<file path="src/rtl/cc_game_controller_pkg.sv">
`default_nettype none
// ============================================================================
//  Module      : cc_game_controller_pkg
//  Description : Shared game-controller definitions: state encodings, level
//                limits and the default lives / grace constants used by the
//                controller, display and tick-divider blocks.
//  Revision    : 1.0 - initial release
// ============================================================================
package cc_game_controller_pkg;

    typedef enum logic [1:0] {
        ST_IDLE  = 2'd0,
        ST_PLAY  = 2'd1,
        ST_GRACE = 2'd2,
        ST_OVER  = 2'd3
    } game_state_t;

    localparam int                     LEVEL_WIDTH     = 3;
    localparam logic [LEVEL_WIDTH-1:0] LEVEL_MAX       = 3'd7;
    localparam int                     DEF_LIVES_INIT  = 3;
    localparam int                     DEF_GRACE_TICKS = 4;
    localparam int                     GRACE_CNT_WIDTH = 4;

endpackage
`default_nettype wire

</file>
<file path="src/rtl/cc_grace_timer.sv">
`default_nettype none
// ============================================================================
//  Module      : cc_grace_timer
//  Description : 4-bit grace tick counter with synchronous clear, advance on
//                tick and an expired flag. The count parks at GRACE_TICKS so
//                expiry stays asserted while the controller waits for the
//                collision to clear.
//  Revision    : 1.0 - initial release
// ============================================================================
module cc_grace_timer
    import cc_game_controller_pkg::*;
#(
    parameter int GRACE_TICKS = DEF_GRACE_TICKS
) (
    input  logic clk,
    input  logic rst,
    input  logic clr,
    input  logic tick,
    output logic expired
);

    logic [GRACE_CNT_WIDTH-1:0] r_count;

    assign expired = (r_count >= GRACE_CNT_WIDTH'(GRACE_TICKS));

    // Counter: clear has priority, then advance on tick until expiry.
    always_ff @(posedge clk) begin
        if (rst || clr) begin
            r_count <= '0;
        end else if (tick && !expired) begin
            r_count <= r_count + 1'b1;
        end
    end

endmodule
`default_nettype wire

</file>
<file path="src/rtl/cc_game_controller.sv">
`default_nettype none
// ============================================================================
//  Module      : cc_game_controller
//  Description : Game-state sequencer behind the collision detector. Tracks
//                lives, score, level and IDLE/PLAY/GRACE/OVER, and drives the
//                shifter run-enable and display blink.
//                Optional feature macro: CC_GAME_CONTROLLER_HISCORE_EN keeps
//                a best-score register; without it HiScore reads 0.
//  Revision    : 1.0 - initial release
// ============================================================================
module cc_game_controller
    import cc_game_controller_pkg::*;
#(
    parameter int LIVES_INIT  = DEF_LIVES_INIT,
    parameter int LIVES_WIDTH = 2,
    parameter int SCORE_WIDTH = 8,
    parameter int GRACE_TICKS = DEF_GRACE_TICKS,
    parameter int LEVEL_STEP  = 16
) (
    input  logic                   CC_GAME_CONTROLLER_CLOCK_50,
    input  logic                   CC_GAME_CONTROLLER_RESET_InHigh,
    input  logic                   CC_GAME_CONTROLLER_CollisionLow_In,
    input  logic                   CC_GAME_CONTROLLER_Tick_In,
    input  logic                   CC_GAME_CONTROLLER_Start_In,
    output logic [1:0]             CC_GAME_CONTROLLER_State_Out,
    output logic [LIVES_WIDTH-1:0] CC_GAME_CONTROLLER_Lives_Out,
    output logic [SCORE_WIDTH-1:0] CC_GAME_CONTROLLER_Score_Out,
    output logic [LEVEL_WIDTH-1:0] CC_GAME_CONTROLLER_Level_Out,
    output logic                   CC_GAME_CONTROLLER_RunEnable_Out,
    output logic                   CC_GAME_CONTROLLER_Blink_Out,
    output logic                   CC_GAME_CONTROLLER_GameOver_Out,
    output logic [SCORE_WIDTH-1:0] CC_GAME_CONTROLLER_HiScore_Out
);

    wire clk = CC_GAME_CONTROLLER_CLOCK_50;
    wire rst = CC_GAME_CONTROLLER_RESET_InHigh;

    game_state_t              r_state, w_state_nxt;
    logic [LIVES_WIDTH-1:0]   r_lives, w_lives_nxt;
    logic [SCORE_WIDTH-1:0]   r_score, w_score_nxt, w_score_inc, w_quot;
    logic [LEVEL_WIDTH-1:0]   r_level, w_level;
    logic                     r_blink, w_blink_nxt;
    logic                     r_run_en, r_game_over;
    logic                     w_hit, w_grace_clr, w_grace_tick, w_grace_expired;

    assign w_hit       = ~CC_GAME_CONTROLLER_CollisionLow_In;
    assign w_score_inc = (r_score == {SCORE_WIDTH{1'b1}}) ? r_score : r_score + 1'b1;

    // Level follows the registered score, capped at the top level.
    assign w_quot  = r_score / SCORE_WIDTH'(LEVEL_STEP);
    assign w_level = (w_quot >= SCORE_WIDTH'(LEVEL_MAX)) ? LEVEL_MAX : w_quot[LEVEL_WIDTH-1:0];

    cc_grace_timer #(
        .GRACE_TICKS (GRACE_TICKS)
    ) u_grace_timer (
        .clk     (clk),
        .rst     (rst),
        .clr     (w_grace_clr),
        .tick    (w_grace_tick),
        .expired (w_grace_expired)
    );

    // State register.
    always_ff @(posedge clk) begin
        if (rst) begin
            r_state <= ST_IDLE;
        end else begin
            r_state <= w_state_nxt;
        end
    end

    // Next-state, lives, score, blink and grace-timer control.
    always_comb begin
        w_state_nxt  = r_state;
        w_lives_nxt  = r_lives;
        w_score_nxt  = r_score;
        w_blink_nxt  = r_blink;
        w_grace_clr  = 1'b0;
        w_grace_tick = 1'b0;
        case (r_state)
            ST_IDLE: begin
                w_lives_nxt = LIVES_WIDTH'(LIVES_INIT);
                w_score_nxt = '0;
                w_blink_nxt = 1'b0;
                w_grace_clr = 1'b1;
                if (CC_GAME_CONTROLLER_Start_In) begin
                    w_state_nxt = ST_PLAY;
                end
            end
            ST_PLAY: begin
                if (w_hit) begin
                    // Hit wins over a coincident tick: score is left alone.
                    w_lives_nxt = r_lives - 1'b1;
                    w_blink_nxt = 1'b0;
                    if (r_lives <= LIVES_WIDTH'(1)) begin
                        w_lives_nxt = '0;
                        w_state_nxt = ST_OVER;
                    end else begin
                        w_state_nxt = ST_GRACE;
                        w_grace_clr = 1'b1;
                    end
                end else if (CC_GAME_CONTROLLER_Tick_In) begin
                    w_score_nxt = w_score_inc;
                end
            end
            ST_GRACE: begin
                if (CC_GAME_CONTROLLER_Tick_In) begin
                    w_score_nxt  = w_score_inc;
                    w_blink_nxt  = ~r_blink;
                    w_grace_tick = 1'b1;
                end
                if (w_grace_expired && CC_GAME_CONTROLLER_CollisionLow_In) begin
                    w_state_nxt = ST_PLAY;
                    w_blink_nxt = 1'b0;
                end
            end
            ST_OVER: begin
                if (CC_GAME_CONTROLLER_Start_In) begin
                    w_state_nxt = ST_PLAY;
                    w_lives_nxt = LIVES_WIDTH'(LIVES_INIT);
                    w_score_nxt = '0;
                    w_blink_nxt = 1'b0;
                    w_grace_clr = 1'b1;
                end
            end
            default: begin
                w_state_nxt = ST_IDLE;
            end
        endcase
    end

    // Datapath registers; run-enable and game-over track the next state so
    // the shifters stop on the same edge that enters OVER.
    always_ff @(posedge clk) begin
        if (rst) begin
            r_lives     <= LIVES_WIDTH'(LIVES_INIT);
            r_score     <= '0;
            r_level     <= '0;
            r_blink     <= 1'b0;
            r_run_en    <= 1'b0;
            r_game_over <= 1'b0;
        end else begin
            r_lives     <= w_lives_nxt;
            r_score     <= w_score_nxt;
            r_level     <= w_level;
            r_blink     <= w_blink_nxt;
            r_run_en    <= (w_state_nxt == ST_PLAY) || (w_state_nxt == ST_GRACE);
            r_game_over <= (w_state_nxt == ST_OVER);
        end
    end

`ifdef CC_GAME_CONTROLLER_HISCORE_EN
    logic [SCORE_WIDTH-1:0] r_hiscore;
    logic                   w_enter_over;

    assign w_enter_over = (r_state == ST_PLAY) && (w_state_nxt == ST_OVER);

    // Best score captured on entry to OVER; only reset clears it.
    always_ff @(posedge clk) begin
        if (rst) begin
            r_hiscore <= '0;
        end else if (w_enter_over && (r_score > r_hiscore)) begin
            r_hiscore <= r_score;
        end
    end

    assign CC_GAME_CONTROLLER_HiScore_Out = r_hiscore;
`else
    assign CC_GAME_CONTROLLER_HiScore_Out = '0;
`endif

    assign CC_GAME_CONTROLLER_State_Out     = r_state;
    assign CC_GAME_CONTROLLER_Lives_Out     = r_lives;
    assign CC_GAME_CONTROLLER_Score_Out     = r_score;
    assign CC_GAME_CONTROLLER_Level_Out     = r_level;
    assign CC_GAME_CONTROLLER_RunEnable_Out = r_run_en;
    assign CC_GAME_CONTROLLER_Blink_Out     = r_blink;
    assign CC_GAME_CONTROLLER_GameOver_Out  = r_game_over;

endmodule
`default_nettype wire

</file>
<file path="config.mk">
export PLATFORM = sky130hd
export DESIGN_NAME = cc_game_controller
export DESIGN_NICKNAME = d
export VERILOG_FILES = /design/src/rtl/cc_game_controller_pkg.sv /design/src/rtl/cc_grace_timer.sv /design/src/rtl/cc_game_controller.sv
export SDC_FILE = /design/constraint.sdc
export NUM_CORES = 1
export LEC_CHECK = 0
export CAP_MARGIN = 20
export CELL_PAD_IN_SITES_DETAIL_PLACEMENT = 1
export CELL_PAD_IN_SITES_GLOBAL_PLACEMENT = 2
export CORE_UTILIZATION = 32
export CTS_BUF_LIST = sky130_fd_sc_hd__clkbuf_4
export DETAILED_ROUTE_END_ITERATION = 10
export PLACE_DENSITY_LB_ADDON = 0.1
export SLEW_MARGIN = 10
export SYNTH_ARGS = -nofsm -noshare
export SYNTH_HDL_FRONTEND = slang
export SYNTH_SLANG_ARGS = --single-unit
</file>
<file path="constraint.sdc">
create_clock -name CC_GAME_CONTROLLER_CLOCK_50 -period 5.3 [get_ports CC_GAME_CONTROLLER_CLOCK_50]
set_input_delay 0.795 -clock CC_GAME_CONTROLLER_CLOCK_50 [delete_from_list [all_inputs] [get_ports CC_GAME_CONTROLLER_CLOCK_50]]
set_output_delay 0.795 -clock CC_GAME_CONTROLLER_CLOCK_50 [all_outputs]
set_load 0.1 [all_outputs]
</file>
==> results.cfg <==
[floorplan]
die_w_um = 65.31
core_area_sq_mm = 0.003744
die-area_sq_mm = 0.004265
die_h_um = 65.31
start_util_pct = 34.26
rows = 22
boundaryPins = 31

[synth]
async_reset_ff_share_pct = 0
synth-edff-count = 0
avgSynthCellArea_sq_um = 8.382
yosys-top-cells-area = dfxtp_1, ha_1, buf_4
ys_ff_latch = 22
synth_largest_area_cell = dfxtp_1
ys.flop_type = dfxtp_1
synthTopCellsByCount = dfxtp_1, nand2_1, nor2_1
yosys.area_share.simple_pct = 30.44
synth_most_common_cell = dfxtp_1
synth-compound-area-share_pct = 15.71
synth_top_area_share_pct = 34.34
muxShareOfSynthArea_pct = 1.561
yosysSeqAreaShare_pct = 34.34
synth_top_family_by_area = simple AND/OR/NAND/NOR gates
syn-cell-area_sq_mm = 0.001282
yosysWarnings = 0
synth_xor_area_share_pct = 0.6829
synth_cells = 153
synthAdderAreaFrac_pct = 6.829
ys_types = 42

[finish]
final_layout_size_suffix_gt1_share_pct = 6.395
final_nets = 185
syn_to_final_growth_pct = 20.20
n_antenna_cell = 0
final_cells = 220

[critical_path]
reg2reg_setup_slack_ps = 3100
crit_buf_inv = 1
crit_path_start_kind = flop
critPathSlowestCell = clkdlybuf4s50_1
endpoint_kind = output port
cp_data_arrival_time_ps = 2020
cp_cell_sequence = clkdlybuf4s50_1
max_stage_delay_ps = 1200
worstSetupPathType = flop to output port
crit_fanout = 7
crit_family = buffers and inverters
worstPathRequired_ps = 4510

[global_route]
grt_max_degree = 18
grt_pass1_wl_um = 5237
grt_usage_pct = 15.82
grt_overflow_total = 0
grt_antenna_before_repair = 0
grt_pass1_vias = 1095

[sta]
finalHoldViolations = 0
rsz0062_at_grt = false
setup_viol_count_final = 0
max_freq_ghz = 0.3552
layout_min_cycle_time_ps = 2815
fin_skew_ps = 5.334
slew_headroom_pct = 35.02
max_slew.worst_pin.slew_ps = 971.7
finalMaxSlewViolations = 0
setup_tns_ps = 0
finalCritPeriodShare_pct = 53.11

[min_path]
hold_class = flop to flop

[routing]
drt_pre_antenna_iters = 4
drcViolationCount = 0
viasPerCell = 5.159
ant_nets = 0
vias = 1135
wl_um = 3046
drt_iter0_drc = 18
wl_per_cell_um = 13.85

[cts]
cts_tree = built
htreeDepth = 1
postCtsHoldBufs = 0
clock_path_buffers = 2
post_cts_buffers = 0
clock_latency_ps = 320
cts_resized = 0
cts.sinks = 22
root_buffer = clkbuf_4
worst_setup_hold_path_clk_slew_ps = 140
numCtsBuffers = 3

[placement]
io_buffers = 22
placed_cells = 216
gp_congestion = 0.8051
dp_hpwl_um = 2221

[power]
peakVddDrop_mv = 0.2390
pwr_density_cell_mw_per_mm2 = 374.6
leakage_uw = 0.0006246

[run]
cap_violations = 0

[outcome]
run_status = finished, final reports clean
==> path summary, 6_finish.rpt <==
path / from / end / cells after the start
hold reg to reg: u_grace_timer.r_count[3]$_SDFFE_PP0P_ / u_grace_timer.r_count[3]$_SDFFE_PP0P_ / 1
setup / recovery: CC_GAME_CONTROLLER_State_Out[1]$_SDFF_PP0_ / CC_GAME_CONTROLLER_State_Out[1] / 1
setup reg to reg: CC_GAME_CONTROLLER_State_Out[0]$_SDFF_PP0_ / CC_GAME_CONTROLLER_RunEnable_Out$_SDFF_PP0_ / 7
hold / removal: u_grace_timer.r_count[3]$_SDFFE_PP0P_ / u_grace_timer.r_count[3]$_SDFFE_PP0P_ / 1
==> registers in the layout, indices dropped and copies added, names as in the netlist <==
signal	flops
CC_GAME_CONTROLLER_Level_Out	3
CC_GAME_CONTROLLER_Blink_Out	1
CC_GAME_CONTROLLER_GameOver_Out	1
CC_GAME_CONTROLLER_Lives_Out	2
u_grace_timer.r_count	4
CC_GAME_CONTROLLER_RunEnable_Out	1
CC_GAME_CONTROLLER_State_Out	2
CC_GAME_CONTROLLER_Score_Out	8
==> cell usage in the layout, fill, tap and decap left out, types with 2 or more instances in the layout <==
| cell | Yosys | routed |
|---|---|---|
| nor3_1 | 2 | 2 |
| nor2_1 | 13 | 13 |
| or4b_1 | 2 | 2 |
| conb_1 | 1 | 8 |
| dfxtp_1 | 22 | 22 |
| nand3_1 | 5 | 5 |
| and4_1 | 2 | 2 |
| clkdlybuf4s50_1 | 0 | 22 |
| nand2_1 | 15 | 15 |
| inv_1 | 8 | 8 |
| or4_1 | 6 | 6 |
| ha_1 | 7 | 7 |
| mux2i_1 | 2 | 2 |
| nand4_1 | 2 | 2 |
| a31oi_1 | 5 | 5 |
| and3_1 | 3 | 3 |
| o211ai_1 | 3 | 3 |
| o21ai_0 | 6 | 6 |
| a21oi_1 | 8 | 8 |
| nor2b_1 | 7 | 7 |
| clkbuf_4 | 0 | 3 |
| and2_1 | 2 | 2 |
==> layer usage <==
layer  share of wire [%]  track usage [%]
met1                  52            20.93
met2                  44            25.13
met3                 3.0            3.299
met4                0.79            5.707
met5                   0                0
==> cells by family (layout without fill, tap and decap cells) <==
family                     count (synthesis)  count (layout)
buffers and inverters                     22              34
adders and majority gates                  7               7
muxes                                      2               2
other                                      1               8
and+or+nand+nor                           67              67
AOI/OAI and AO/OA                         31              31
xor gates and xnor gates                   1               1
DFF                                       22              22
==> through the flow <==
stage / worst slack [ps] / total power [uW] / cell area (sq um) / util [%] / hold WS, ps
4_1_cts: 2457 / 586.7 / 1541 / 41.18 / 514.7
5_1_grt: 2408 / 607.8 / 1541 / 41.18 / 534.0
3_5_place_dp: 2684 / 448.9 / 1489 / 39.77 / 495.0
6_report: 2485 / 577.4 / 1541 / 41.18 / 517.8
2_1_floorplan: 2497 / 405.1 / 1309 / - / 448.5
3_3_place_gp: 2747 / 447.2 / 1489 / 39.77 / 489.9
==> where the power goes <==
part           internal, uW  switching, uW  leakage, uW  total [uW]
registers               177           12.4     0.000178         190
clock network          76.4           56.4    0.0000279         133
logic                  68.7            186     0.000419         255
==> area by class of cell <==
class	count	area [sq um]
Clock inverter	1	30.03
Tap cell	48	60.06
Fill cell	479	2202
Sequential cell	22	440.4
Multi-Input combinational cell	116	738.2
Clock buffer	3	22.52
Inverter	8	30.03
Timing Repair Buffer	22	220.2
No activity file was read; power rests on OpenSTA's default activity.
